### src/rtl/cdb_arbiter_if.sv
// Completion-bus bundle between functional units, the CDB arbiter and the CDB consumers.
// Modport master is the arbiter side; slave is the surrounding core/testbench side.
interface cdb_arbiter_if #(
    parameter int FU_NUM  = 4,
    parameter int PHYS_W  = 6,
    parameter int ROB_W   = 5,
    parameter int EPOCH_W = 2,
    parameter int XLEN    = 32
);
    logic [FU_NUM-1:0]              fu_valid;
    logic [FU_NUM-1:0]              fu_ready;
    logic [FU_NUM-1:0][PHYS_W-1:0]  fu_pd;
    logic [FU_NUM-1:0]              fu_has_dest;
    logic [FU_NUM-1:0][XLEN-1:0]    fu_data;
    logic [FU_NUM-1:0][ROB_W-1:0]   fu_rob_idx;
    logic [FU_NUM-1:0][EPOCH_W-1:0] fu_epoch;

    logic                           wb_valid;
    logic                           wb_ready;
    logic [PHYS_W-1:0]              wb_pd;
    logic                           wb_has_dest;
    logic [XLEN-1:0]                wb_data;
    logic [ROB_W-1:0]               wb_rob_idx;
    logic [EPOCH_W-1:0]             wb_epoch;

    logic                           flush_valid;
    logic                           recover_valid;
    logic [ROB_W-1:0]               recover_rob_idx;
    logic [EPOCH_W-1:0]             recover_epoch;
    logic                           busy;

    modport master (
        input  fu_valid, fu_pd, fu_has_dest, fu_data, fu_rob_idx, fu_epoch,
        output fu_ready,
        output wb_valid, wb_pd, wb_has_dest, wb_data, wb_rob_idx, wb_epoch,
        input  wb_ready,
        input  flush_valid, recover_valid, recover_rob_idx, recover_epoch,
        output busy
    );

    modport slave (
        output fu_valid, fu_pd, fu_has_dest, fu_data, fu_rob_idx, fu_epoch,
        input  fu_ready,
        input  wb_valid, wb_pd, wb_has_dest, wb_data, wb_rob_idx, wb_epoch,
        output wb_ready,
        output flush_valid, recover_valid, recover_rob_idx, recover_epoch,
        input  busy
    );
endinterface

### src/rtl/cdb_arbiter.sv
// Common data bus arbiter: one holding slot per FU, round-robin grant with a stall lock,
// flush and ROB-index/epoch recovery kill.
module cdb_arbiter #(
    parameter int FU_NUM  = 4,
    parameter int PHYS_W  = 6,
    parameter int ROB_W   = 5,
    parameter int EPOCH_W = 2,
    parameter int XLEN    = 32
) (
    input  logic          clk,
    input  logic          rst_n,
    cdb_arbiter_if.master bus
);
    localparam int IDX_W = (FU_NUM > 1) ? $clog2(FU_NUM) : 1;

    logic [FU_NUM-1:0]  r_hold_valid;
    logic [PHYS_W-1:0]  r_pd       [FU_NUM];
    logic               r_has_dest [FU_NUM];
    logic [XLEN-1:0]    r_data     [FU_NUM];
    logic [ROB_W-1:0]   r_rob_idx  [FU_NUM];
    logic [EPOCH_W-1:0] r_epoch    [FU_NUM];
    logic [IDX_W-1:0]   r_rr_ptr;
    logic [IDX_W-1:0]   r_lock_idx;
    logic               r_locked;

    logic [IDX_W-1:0]   w_grant;
    logic [IDX_W-1:0]   w_cand;
    logic               w_found;
    logic               w_wb_valid;
    logic               w_hs;
    logic [FU_NUM-1:0]  w_fu_ready;
    logic [FU_NUM-1:0]  w_kill;
    logic [FU_NUM-1:0]  w_take;

    // A locked grant is never displaced by newer arrivals until handshake, flush or kill.
    always_comb begin
        w_grant = r_rr_ptr;
        w_cand  = '0;
        w_found = 1'b0;
        if (r_locked) begin
            w_grant = r_lock_idx;
        end else begin
            for (int unsigned i = 0; i < FU_NUM; i++) begin
                w_cand = IDX_W'((32'(r_rr_ptr) + i) % FU_NUM);
                if (!w_found && r_hold_valid[w_cand]) begin
                    w_grant = w_cand;
                    w_found = 1'b1;
                end
            end
        end
    end

    assign w_wb_valid = |r_hold_valid;
    assign w_hs       = w_wb_valid && bus.wb_ready;

    always_comb begin
        bus.wb_pd       = '0;
        bus.wb_has_dest = 1'b0;
        bus.wb_data     = '0;
        bus.wb_rob_idx  = '0;
        bus.wb_epoch    = '0;
        if (w_wb_valid) begin
            bus.wb_pd       = r_pd[w_grant];
            bus.wb_has_dest = r_has_dest[w_grant];
            bus.wb_data     = r_data[w_grant];
            bus.wb_rob_idx  = r_rob_idx[w_grant];
            bus.wb_epoch    = r_epoch[w_grant];
        end
    end

    always_comb begin
        w_fu_ready = '0;
        w_kill     = '0;
        w_take     = '0;
        for (int unsigned f = 0; f < FU_NUM; f++) begin
            w_fu_ready[f] = bus.flush_valid || !r_hold_valid[f] ||
                            (w_hs && (w_grant == IDX_W'(f)));
            w_kill[f]     = bus.recover_valid && r_hold_valid[f] &&
                            (r_rob_idx[f] == bus.recover_rob_idx) &&
                            (r_epoch[f] == bus.recover_epoch);
            // Completions already doomed by a same-cycle recovery are accepted but discarded.
            w_take[f]     = bus.fu_valid[f] && w_fu_ready[f] &&
                            !(bus.recover_valid &&
                              (bus.fu_rob_idx[f] == bus.recover_rob_idx) &&
                              (bus.fu_epoch[f] == bus.recover_epoch));
        end
    end

    assign bus.fu_ready = w_fu_ready;
    assign bus.wb_valid = w_wb_valid;
    assign bus.busy     = w_wb_valid;

    always_ff @(posedge clk or negedge rst_n) begin
        if (!rst_n) begin
            r_hold_valid <= '0;
            r_rr_ptr     <= '0;
            r_lock_idx   <= '0;
            r_locked     <= 1'b0;
            for (int unsigned f = 0; f < FU_NUM; f++) begin
                r_pd[f]       <= '0;
                r_has_dest[f] <= 1'b0;
                r_data[f]     <= '0;
                r_rob_idx[f]  <= '0;
                r_epoch[f]    <= '0;
            end
        end else if (bus.flush_valid) begin
            r_hold_valid <= '0;
            r_rr_ptr     <= '0;
            r_locked     <= 1'b0;
        end else begin
            for (int unsigned f = 0; f < FU_NUM; f++) begin
                if (w_take[f]) begin
                    r_hold_valid[f] <= 1'b1;
                    r_pd[f]         <= bus.fu_pd[f];
                    r_has_dest[f]   <= bus.fu_has_dest[f];
                    r_data[f]       <= bus.fu_data[f];
                    r_rob_idx[f]    <= bus.fu_rob_idx[f];
                    r_epoch[f]      <= bus.fu_epoch[f];
                end else if (w_kill[f] || (w_hs && (w_grant == IDX_W'(f)))) begin
                    r_hold_valid[f] <= 1'b0;
                end
            end
            if (w_hs) begin
                r_rr_ptr <= (w_grant == IDX_W'(FU_NUM - 1)) ? '0 : w_grant + 1'b1;
                r_locked <= 1'b0;
            end else if (w_wb_valid) begin
                r_locked   <= !w_kill[w_grant];
                r_lock_idx <= w_grant;
            end
        end
    end
endmodule
### src/flat_wrapper.sv
// flat-port wrapper written by rule: the top's interface ports become plain ports
module cdb_arbiter_flat 
#(
    parameter int FU_NUM  = 4,
    parameter int PHYS_W  = 6,
    parameter int ROB_W   = 5,
    parameter int EPOCH_W = 2,
    parameter int XLEN    = 32
)
  (clk, rst_n, bus_fu_valid, bus_fu_pd, bus_fu_has_dest, bus_fu_data, bus_fu_rob_idx, bus_fu_epoch, bus_fu_ready, bus_wb_valid, bus_wb_pd, bus_wb_has_dest, bus_wb_data, bus_wb_rob_idx, bus_wb_epoch, bus_wb_ready, bus_flush_valid, bus_recover_valid, bus_recover_rob_idx, bus_recover_epoch, bus_busy);
  cdb_arbiter_if #(.FU_NUM(FU_NUM), .PHYS_W(PHYS_W), .ROB_W(ROB_W), .EPOCH_W(EPOCH_W), .XLEN(XLEN)) bus_i ();
  input  logic clk;
  input  logic rst_n;
  input wire logic [$bits(bus_i.fu_valid)-1:0] bus_fu_valid;
  input wire logic [$bits(bus_i.fu_pd)-1:0] bus_fu_pd;
  input wire logic [$bits(bus_i.fu_has_dest)-1:0] bus_fu_has_dest;
  input wire logic [$bits(bus_i.fu_data)-1:0] bus_fu_data;
  input wire logic [$bits(bus_i.fu_rob_idx)-1:0] bus_fu_rob_idx;
  input wire logic [$bits(bus_i.fu_epoch)-1:0] bus_fu_epoch;
  output wire logic [$bits(bus_i.fu_ready)-1:0] bus_fu_ready;
  output wire logic [$bits(bus_i.wb_valid)-1:0] bus_wb_valid;
  output wire logic [$bits(bus_i.wb_pd)-1:0] bus_wb_pd;
  output wire logic [$bits(bus_i.wb_has_dest)-1:0] bus_wb_has_dest;
  output wire logic [$bits(bus_i.wb_data)-1:0] bus_wb_data;
  output wire logic [$bits(bus_i.wb_rob_idx)-1:0] bus_wb_rob_idx;
  output wire logic [$bits(bus_i.wb_epoch)-1:0] bus_wb_epoch;
  input wire logic [$bits(bus_i.wb_ready)-1:0] bus_wb_ready;
  input wire logic [$bits(bus_i.flush_valid)-1:0] bus_flush_valid;
  input wire logic [$bits(bus_i.recover_valid)-1:0] bus_recover_valid;
  input wire logic [$bits(bus_i.recover_rob_idx)-1:0] bus_recover_rob_idx;
  input wire logic [$bits(bus_i.recover_epoch)-1:0] bus_recover_epoch;
  output wire logic [$bits(bus_i.busy)-1:0] bus_busy;
  assign bus_i.fu_valid = bus_fu_valid;
  assign bus_i.fu_pd = bus_fu_pd;
  assign bus_i.fu_has_dest = bus_fu_has_dest;
  assign bus_i.fu_data = bus_fu_data;
  assign bus_i.fu_rob_idx = bus_fu_rob_idx;
  assign bus_i.fu_epoch = bus_fu_epoch;
  assign bus_fu_ready = bus_i.fu_ready;
  assign bus_wb_valid = bus_i.wb_valid;
  assign bus_wb_pd = bus_i.wb_pd;
  assign bus_wb_has_dest = bus_i.wb_has_dest;
  assign bus_wb_data = bus_i.wb_data;
  assign bus_wb_rob_idx = bus_i.wb_rob_idx;
  assign bus_wb_epoch = bus_i.wb_epoch;
  assign bus_i.wb_ready = bus_wb_ready;
  assign bus_i.flush_valid = bus_flush_valid;
  assign bus_i.recover_valid = bus_recover_valid;
  assign bus_i.recover_rob_idx = bus_recover_rob_idx;
  assign bus_i.recover_epoch = bus_recover_epoch;
  assign bus_busy = bus_i.busy;
  cdb_arbiter #(.FU_NUM(FU_NUM), .PHYS_W(PHYS_W), .ROB_W(ROB_W), .EPOCH_W(EPOCH_W), .XLEN(XLEN)) u_core (.clk(clk), .rst_n(rst_n), .bus(bus_i));
endmodule
### config.mk
export PLATFORM = sky130hd
export DESIGN_NAME = cdb_arbiter_flat
export DESIGN_NICKNAME = d
export VERILOG_FILES = /design/src/rtl/cdb_arbiter_if.sv /design/src/rtl/cdb_arbiter.sv /design/src/flat_wrapper.sv
export SDC_FILE = /design/constraint.sdc
export NUM_CORES = 1
export LEC_CHECK = 0
export CAP_MARGIN = 20
export CORE_MARGIN = 2
export CORE_UTILIZATION = 55
export DETAILED_ROUTE_END_ITERATION = 10
export PLACE_DENSITY_LB_ADDON = 0.25
export SYNTH_ARGS = -nofsm -noshare
export SYNTH_HDL_FRONTEND = slang
export SYNTH_SLANG_ARGS = --single-unit
### constraint.sdc
create_clock -name clk -period 9.2 [get_ports clk]
set_input_delay 2.76 -clock clk [delete_from_list [all_inputs] [get_ports clk]]
set_output_delay 2.76 -clock clk [all_outputs]
set_load 0.005 [all_outputs]
==> results.yml, run 1 <==
synthesis:
  yosys.area.top_type_share: 0.439
  synth_cell_types: 42
  synth_common_cells: "dfrtp_1 (193), nand2_1 (192), o211ai_1 (128)"
  synth_edf_count: 0
  avgSynthCellArea_um2: 10.6
  yosysTopAreaCell: "dfrtp_1"
  synthTopCellsByArea: "dfrtp_1 (44%), mux2_2 (9.5%), o211ai_1 (8.7%)"
  yosysSeqAreaShare: 0.439
  synthFlopType: "dfrtp_1"
  synth-seq-cells: 193
  ys_warn_count: 0
  synthCells: 1043
  async_reset_ff_frac: 1.00
  synth_most_common_cell: "dfrtp_1"
  synth_area_um2: 11000
  synthesis.nets: 1245
sta:
  fin_setup_tns_ns: 0
  fmax_mhz: 129
  min_period_ns: 7.77
  final-setup-viol-count: 0
  rsz0062_at_grt: "no"
  hold_viol_final: 0
  drv_slew: 0
  relSlewSlack: 0.269
  tightestPinTransition_ns: 1.09
  min_period_over_period: 0.845
  finClkSkew_ns: 0.0115
die:
  die_w_um: 145
  die_area_um2: 21200
  rows: 51
  design.core.area_um2: 19500
  initial_core_util: 0.564
  die_y_um: 145
  ios: 252
global_route:
  grt_usage: 0.299
  grt_pass1_wl_um: 50800
  grt_pass1_vias: 9439
  grt.overflow.total: 0
  antenna_found_initial: 0
  grt_max_degree: 124
route:
  vias: 9120
  drtPass1Iterations: 5
  ant_nets: 0
  vias_per_cell: 6.05
  wl_um: 31400
  drt_iter0_drc: 740
  drc: 0
  wl_per_cell_um: 20.9
setup_path:
  required_ns: 6.44
  worst_setup_path_end_kind: "output pin"
  slowest_stage: "clkdlybuf4s50_1"
  slowest_delay_ns: 0.55
  critical_path.n_buffers_inverters: 4
  startpoint_type: "input pin"
  criticalPathCategory: "input pin to output pin"
  worstPathMaxFanout: 50
  crit_path_frequent_cell: "clkdlybuf4s50_1"
  crit_chain: "clkdlybuf4s50_1, nor2b_1, nand3_4, buf_4, o21a_2, inv_1, clkdlybuf4s50_1"
  cp.arrival_ns: 5.01
  cp_top_family: "buffers and inverters"
finish:
  antennaDiodeCount: 0
  fillers: 1426
  regArea_um2: 4830
  area_delta_synth_final_pct: 29.2
  fin_nets: 1431
  fin_util: 0.728
  drive_gt1_frac: 0.171
  multi_input_area_um2: 5730
clocking:
  worstSkewPairLatency_ns: 0.44
  cts_buffers: 17
  clock-sinks: 193
  clockBufferDepth: 2
  clkTransAtPathRegs_ns: 0.07
  htreeDepth: 4
  clockRootBuffer: "clkbuf_16"
  cts_tree: "built"
  hold_buffers: 0
  cts_resized: 0
  cts_setup_buffers: 0
power:
  p_int_w: 0.00252
  powerDensity_nw_per_um2: 285
  ir_drop_mv: 0.214
  p_seq_frac: 0.331
  switching_share: 0.377
  p_switching_w: 0.00153
  leakage_nw: 5.65
  clkPwrFrac: 0.196
  comb_power_share: 0.474
place:
  place.gp.congestion: 0.826
  io_buffers: 251
  dp_hpwl_um: 20200
status:
  status: "finished clean"
job:
  max_cap_viol_count: 0
worst_hold_path:
  hold_class: "flip-flop to flip-flop"
[state kept, by name (all words and copies together) (netlist names)]
name and count:
u_core.r_rob_idx 20, u_core.r_lock_idx 2, u_core.r_hold_valid 4, u_core.r_rr_ptr 2, u_core.r_epoch 8, u_core.r_has_dest 4
u_core.r_locked 1, u_core.r_pd 24, u_core.r_data 128
[layout by cell type, fill, tap and decap left out, drive strengths merged, types with 6 or more instances in the layout]
cell,synthesis,final
mux2i,95,95
nand2,192,192
inv,8,16
nor2,8,8
nand3,8,8
clkbuf,44,19
o211ai,185,185
buf,56,16
nand4,10,10
nor4,6,6
o22ai,47,47
xnor2,42,42
o21ai,7,7
mux2,93,93
dfrtp,193,193
clkdlybuf4s50,0,250
xor2,14,14
[per-layer routing]
metal / track usage / vias up / part of all wire
met4: 0.0789 / 0 / 0.018
met1: 0.400 / 4536 / 0.42
met2: 0.501 / 360 / 0.48
met5: 0 / - / 0
met3: 0.0596 / 50 / 0.077
li1: - / 4174 / -
[stage by stage]
stage / area [um^2] / instances / worst slack (ns) / total power (W) / hold slack (ns)
2_1_floorplan: 11000 / 1043 / 2.78 / 0.00251 / 0.479
3_3_place_gp: 13500 / 1473 / 1.53 / 0.00320 / 0.486
3_5_place_dp: 13600 / 1475 / 1.48 / 0.00326 / 0.491
4_1_cts: 14200 / 1507 / 1.47 / 0.00407 / 0.509
5_1_grt: 14200 / 1507 / 1.38 / 0.00427 / 0.518
6_report: 14200 / 1507 / 1.43 / 0.00405 / 0.506
[power by group through the flow]
| stage | clock network [W] | logic [W] | registers (W) |
|---|---|---|---|
| after floorplan | 0 | 0.00123 | 0.00128 |
| after global placement | 0 | 0.00187 | 0.00133 |
| after detailed placement | 0 | 0.00191 | 0.00135 |
| after CTS | 0.000805 | 0.00193 | 0.00133 |
| after global routing | 0.000838 | 0.00206 | 0.00137 |
| final | 0.000793 | 0.00192 | 0.00134 |
[cell type report]
type	count	area share
sequential	193	0.340
inverter	8	0.00246
clock buffer	18	0.0302
clock inverter	14	0.0135
multi-input combinational	742	0.403
tap	265	0.0233
timing repair buffer	267	0.188
[worst paths after layout]
| path | to | cells after the start | startpoint | slack [ns] |
|---|---|---|---|---|
| worst max-delay path | bus_fu_ready[2] | 7 | bus_wb_ready | 1.43 |
| worst min-delay path | u_core.r_data[88] | 1 | u_core.r_data[88] | 0.51 |
| worst max register to register | u_core.r_has_dest[2] | 11 | u_core.r_hold_valid[2] | 5.45 |
| worst min register to register | u_core.r_data[88] | 1 | u_core.r_data[88] | 0.51 |
| max in group asynchronous | u_core.r_data[100] | 2 | rst_n | 5.20 |
| min in group asynchronous | u_core.r_data[64] | 1 | rst_n | 2.48 |
[cell families (layout without fill, tap and decap cells)]
kind of cell | count (synthesis) | count (layout) | share of synthesized area
mux | 188 | 188 | 0.182
simple gates | 241 | 241 | 0.0919
compound gates | 255 | 255 | 0.192
buf+inv | 108 | 307 | 0.0488
flops | 193 | 193 | 0.439
fa+ha+maj | 2 | 2 | 0.00227
xor+xnor | 56 | 56 | 0.0446
Note: power is estimated with default switching activity, not from simulation.
==> inputs of run 2 (changes only) <==
--- a/config.mk
+++ b/config.mk
@@ -7,7 +7,7 @@
 export LEC_CHECK = 0
 export CAP_MARGIN = 20
 export CORE_MARGIN = 2
-export CORE_UTILIZATION = 55
+export CORE_UTILIZATION = 46
 export DETAILED_ROUTE_END_ITERATION = 10
 export PLACE_DENSITY_LB_ADDON = 0.25
 export SYNTH_ARGS = -nofsm -noshare
==> constraint.sdc (replaced) <==
create_clock -name clk -period 6.65 [get_ports clk]
set_input_delay 1.995 -clock clk [delete_from_list [all_inputs] [get_ports clk]]
set_output_delay 1.995 -clock clk [all_outputs]
set_load 0.005 [all_outputs]
==> run 2 against run 1 <==
  * Die area up 19%
  * Critical path type unchanged
  * Non-clock buffer count increased by 1
  * Largest cell class unchanged
  * Clock skew increased by 0.00056 ns
  * Sequential cell count unchanged
  * Critical endpoint unchanged
  * Final cell count rose by 3.7%
  * Sequential power grew 38%
  * First-iteration DRC count is 0.68% higher
  * Clock power increased by 29%
  * Clock-buffer cell count is 1 higher
==> results.yml, run 2 (synthesis gave the netlist of run 1 again) <==
job:
  max_cap_viol_count: 0
finish:
  fin_nets: 1432
  multi_input_area_um2: 5730
  top_regs: "u_core.r_data: 128 flops, u_core.r_pd: 24 flops, u_core.r_rob_idx: 20 flops"
  fin_util: 0.607
  fillers: 1980
  final_common_cell: "clkdlybuf4s50_1"
  largest_register: "u_core.r_data"
  largest_register_ffs: 128
  regArea_um2: 4830
  drive_gt1_frac: 0.172
  final_cell_mix: "clkdlybuf4s50_1 (250), dfrtp_1 (193), nand2_1 (191)"
  area_delta_synth_final_pct: 29.5
clocking:
  cts_setup_buffers: 0
  htreeDepth: 4
  cts_buffers: 17
  clkTransAtPathRegs_ns: 0.07
  clockRootBuffer: "clkbuf_16"
  clockBufferDepth: 2
  cts_tree: "built"
  clock-sinks: 193
  worstSkewPairLatency_ns: 0.44
  hold_buffers: 0
  cts_resized: 0
sta:
  relSlewSlack: 0.276
  tightestPinTransition_ns: 1.09
  drv_slew: 0
  fin_setup_tns_ns: 0
  hold_viol_final: 0
  final-setup-viol-count: 0
  fmax_mhz: 172
  finClkSkew_ns: 0.0120
  rsz0062_at_grt: "no"
  min_period_over_period: 0.875
  min_period_ns: 5.82
power:
  powerDensity_nw_per_um2: 389
  ir_drop_mv: 0.243
  leakage_nw: 5.64
global_route:
  grt_pass1_wl_um: 51100
  grt.overflow.total: 0
  antenna_found_initial: 1
  grt_usage: 0.264
  grt_pass1_vias: 9238
  grt_max_degree: 113
route:
  wl_um: 32900
  route.met3.wl_um: 2290
  wl_per_cell_um: 21.0
  top_layer: "met4"
  ant_nets: 0
  met2_length_um: 15700
  drt_iter0_drc: 745
  wl_met1_um: 14200
  drtPass1Iterations: 7
  vias_per_cell: 5.75
  vias: 8995
  drc: 0
setup_path:
  slowest_delay_ns: 0.54
  crit_path_frequent_cell: "clkdlybuf4s50_1"
  startpoint_type: "input pin"
  worst_setup_path_end_kind: "output pin"
  cp.arrival_ns: 3.82
  crit_chain: "clkdlybuf4s50_1, nor2b_1, nand3_4, o21a_2, inv_1, clkdlybuf4s50_1"
  criticalPathCategory: "input pin to output pin"
  worstPathMaxFanout: 5
  slowest_stage: "clkdlybuf4s50_1"
  required_ns: 4.66
place:
  place.gp.congestion: 0.841
  io_buffers: 251
  dp_hpwl_um: 21200
worst_hold_path:
  hold_class: "flip-flop to flip-flop"
die:
  die_w_um: 159
  die_y_um: 159
  rows: 56
  design.core.area_um2: 23500
  initial_core_util: 0.469
  ios: 252
  die_area_um2: 25200
status:
  status: "finished clean"
run 2: cell types whose count changed in the layout (fill, tap and decap cells not counted):
cell / change
buf_12: +2
buf_16: -1
bufinv_16: -3
clkbuf_1: -1
clkbuf_8: +2
clkinv_4: +4
clkinvlp_4: +1
diode_2: +1
inv_6: -5
inv_8: +2
run 2: routing by layer:
metal	vias to the layer above	GRT usage
met5	-	0
met4	0	0.0768
met3	41	0.0596
met2	301	0.440
met1	4461	0.343
li1	4192	-
run 2: critical path, delay by kind of cell:
kind	cells	cell delay, ns
buffers and inverters	3	1.10
AOI/OAI and AO/OA	1	0.25
and+or+nand+nor	2	0.46
run 2: path summary, 6_finish.rpt:
path	to	from	cells past startpoint	slack [ns]
min in group asynchronous	u_core.r_pd[1]	rst_n	1	1.58
worst max-delay path	bus_fu_ready[2]	bus_wb_ready	6	0.83
worst max register to register	u_core.r_data[71]	u_core.r_hold_valid[2]	11	2.84
worst min register to register	u_core.r_pd[12]	u_core.r_pd[12]	1	0.51
max in group asynchronous	u_core.r_data[82]	rst_n	2	3.98
worst min-delay path	u_core.r_pd[12]	u_core.r_pd[12]	1	0.51
run 2: where the power goes:
part	switching, W	internal (W)	leakage [nW]
Sequential	0.000306	0.00155	2.29
Combinational	0.00134	0.00134	3.07
Clock	0.000500	0.000515	0.275
run 2: stage by stage:
step | total power [W] | setup WS, ns | cells | cell area, um^2 | hold slack [ns]
2_1_floorplan | 0.00348 | 1.76 | 1043 | 11000 | 0.479
3_3_place_gp | 0.00449 | 0.862 | 1530 | 13700 | 0.485
4_1_cts | 0.00558 | 0.836 | 1562 | 14200 | 0.508
3_5_place_dp | 0.00455 | 0.851 | 1530 | 13700 | 0.492
6_report | 0.00555 | 0.835 | 1563 | 14300 | 0.508
5_1_grt | 0.00587 | 0.762 | 1562 | 14200 | 0.521
run 2: area by class of cell:
cell class / instances / share of cell area
clock inverter: 13 / 0.00860
antenna: 1 / 0.000176
sequential: 193 / 0.339
inverter: 8 / 0.00246
clock buffer: 19 / 0.0318
timing repair buffer: 268 / 0.188
multi-input combinational: 742 / 0.402
tap: 319 / 0.0280
==> inputs of run 3 (changes only) <==
--- a/config.mk
+++ b/config.mk
@@ -7,9 +7,10 @@
 export LEC_CHECK = 0
 export CAP_MARGIN = 20
 export CORE_MARGIN = 2
-export CORE_UTILIZATION = 46
+export CORE_UTILIZATION = 45
 export DETAILED_ROUTE_END_ITERATION = 10
 export PLACE_DENSITY_LB_ADDON = 0.25
+export RECOVER_POWER = 25
 export SYNTH_ARGS = -nofsm -noshare
 export SYNTH_HDL_FRONTEND = slang
 export SYNTH_SLANG_ARGS = --single-unit
==> run 3 against run 2 <==
  * Largest cell class unchanged
  * The run now ends with capacitance limit, slew limit left
  * Via count up 1.4%
  * Clock-buffer cell count unchanged
  * Utilization down 1.7 points
==> results.yml, run 3 (synthesis gave the netlist of run 1 again) <==
die:
  initial_core_util: 0.455
  ios: 252
  die_y_um: 160
  design.core.area_um2: 24200
  die_w_um: 160
  die_area_um2: 25700
  rows: 57
global_route:
  grt_max_degree: 106
  grt_pass1_vias: 9392
  grt.overflow.total: 0
  antenna_found_initial: 0
  grt_pass1_wl_um: 52100
  grt_usage: 0.254
setup_path:
  criticalPathCategory: "input pin to output pin"
  cp.arrival_ns: 3.89
  worst_setup_path_end_kind: "output pin"
  required_ns: 4.66
  worstPathMaxFanout: 5
  startpoint_type: "input pin"
finish:
  largest_register: "u_core.r_data"
  area_delta_synth_final_pct: 29.6
  largest_register_ffs: 128
  fin_util: 0.590
  fin_nets: 1433
  final_cell_mix: "clkdlybuf4s50_1 (249), dfrtp_1 (193), nand2_1 (191)"
  antennaDiodeCount: 0
  top_regs: "u_core.r_data: 128 flops, u_core.r_pd: 24 flops, u_core.r_rob_idx: 20 flops"
  drive_gt1_frac: 0.171
  fin_area_um2: 14300
  final_common_cell: "clkdlybuf4s50_1"
clocking:
  cts_setup_buffers: 0
  worstSkewPairLatency_ns: 0.43
  clockBufferDepth: 2
  clockRootBuffer: "clkbuf_16"
  htreeDepth: 4
  cts_resized: 0
  cts_tree: "built"
  cts_buffers: 17
  clkTransAtPathRegs_ns: 0.07
  clock-sinks: 193
  hold_buffers: 0
power:
  comb_power_share: 0.482
  ir_drop_mv: 0.328
  p_switching_w: 0.00213
  leakage_nw: 5.65
  p_seq_frac: 0.332
  switching_share: 0.384
  clkPwrFrac: 0.187
  total_power_w: 0.00555
  powerDensity_nw_per_um2: 389
  p_int_w: 0.00342
sta:
  min_period_over_period: 0.885
  tightestPinTransition_ns: 2.69
  min_period_ns: 5.89
  fmax_mhz: 170
  drv_slew: 106
  relSlewSlack: -0.796
  fin_setup_tns_ns: 0
  hold_viol_final: 0
  rsz0062_at_grt: "no"
  finClkSkew_ns: 0.0124
  final-setup-viol-count: 0
route:
  drc: 0
  ant_nets: 0
  wl_per_cell_um: 20.6
  drt_iter0_drc: 662
  wl_um: 32300
  drtPass1Iterations: 4
  vias_per_cell: 5.82
  vias: 9118
worst_hold_path:
  hold_class: "flip-flop to flip-flop"
job:
  max_cap_viol_count: 1
status:
  violations: "capacitance limit, slew limit"
  status: "finished, violations left"
place:
  place.gp.congestion: 0.861
  io_buffers: 251
  place_area_um2: 13700
  dp_hpwl_um: 20300
-- run 3: cell type report --
cell class                      count  area, um^2
Clock buffer                       19         433
Clock inverter                     13         149
Fill cell                        2027        9910
Inverter                            8        37.5
Multi-Input combinational cell    742        5730
Sequential cell                   193        4830
Tap cell                          324         405
Timing Repair Buffer              269        2680
-- run 3: final timing paths --
path | slack (ns) | end | cells past startpoint | start
worst max-delay path | 0.76 | bus_fu_ready[2] | 6 | bus_wb_ready
worst min-delay path | 0.51 | u_core.r_data[72] | 1 | u_core.r_data[72]
worst max register to register | 3.06 | u_core.r_data[89] | 11 | u_core.r_hold_valid[2]
worst min register to register | 0.51 | u_core.r_data[72] | 1 | u_core.r_data[72]
max in group asynchronous | 1.93 | u_core.r_data[104] | 2 | rst_n
min in group asynchronous | 1.59 | u_core.r_rob_idx[1] | 1 | rst_n
-- run 3: power by group through the flow --
| stage | Sequential, W | Combinational [W] | Clock (W) |
|---|---|---|---|
| 2_1_floorplan | 0.00177 | 0.00170 | 0 |
| 3_3_place_gp | 0.00184 | 0.00265 | 0 |
| 3_5_place_dp | 0.00186 | 0.00268 | 0 |
| 4_1_cts | 0.00184 | 0.00269 | 0.00105 |
| 5_1_grt | 0.00189 | 0.00289 | 0.00110 |
| 6_report | 0.00184 | 0.00267 | 0.00104 |
-- run 3: critical path, stage by stage --
cell and delay [ns]:
dlygate4sd3_1 0.60, nor2b_1 0.33, nand3_4 0.13, o21a_2 0.26, inv_1 0.07, clkdlybuf4s50_1 0.50
-- run 3: through the flow --
stage / std cells / worst slack [ns] / hold WS, ns
5_1_grt: 1568 / 0.673 / 0.515
3_5_place_dp: 1535 / 0.830 / 0.492
2_1_floorplan: 1043 / 1.76 / 0.479
4_1_cts: 1567 / 0.825 / 0.509
6_report: 1568 / 0.764 / 0.507
3_3_place_gp: 1535 / 0.870 / 0.486
-- run 3: metal layers --
layer | GRT usage | wire length [um] | share of wire
met4 | 0.0692 | 517 | 0.016
met3 | 0.0501 | 2010 | 0.062
met5 | 0 | 0 | 0
met2 | 0.413 | 15400 | 0.48
met1 | 0.347 | 14400 | 0.44
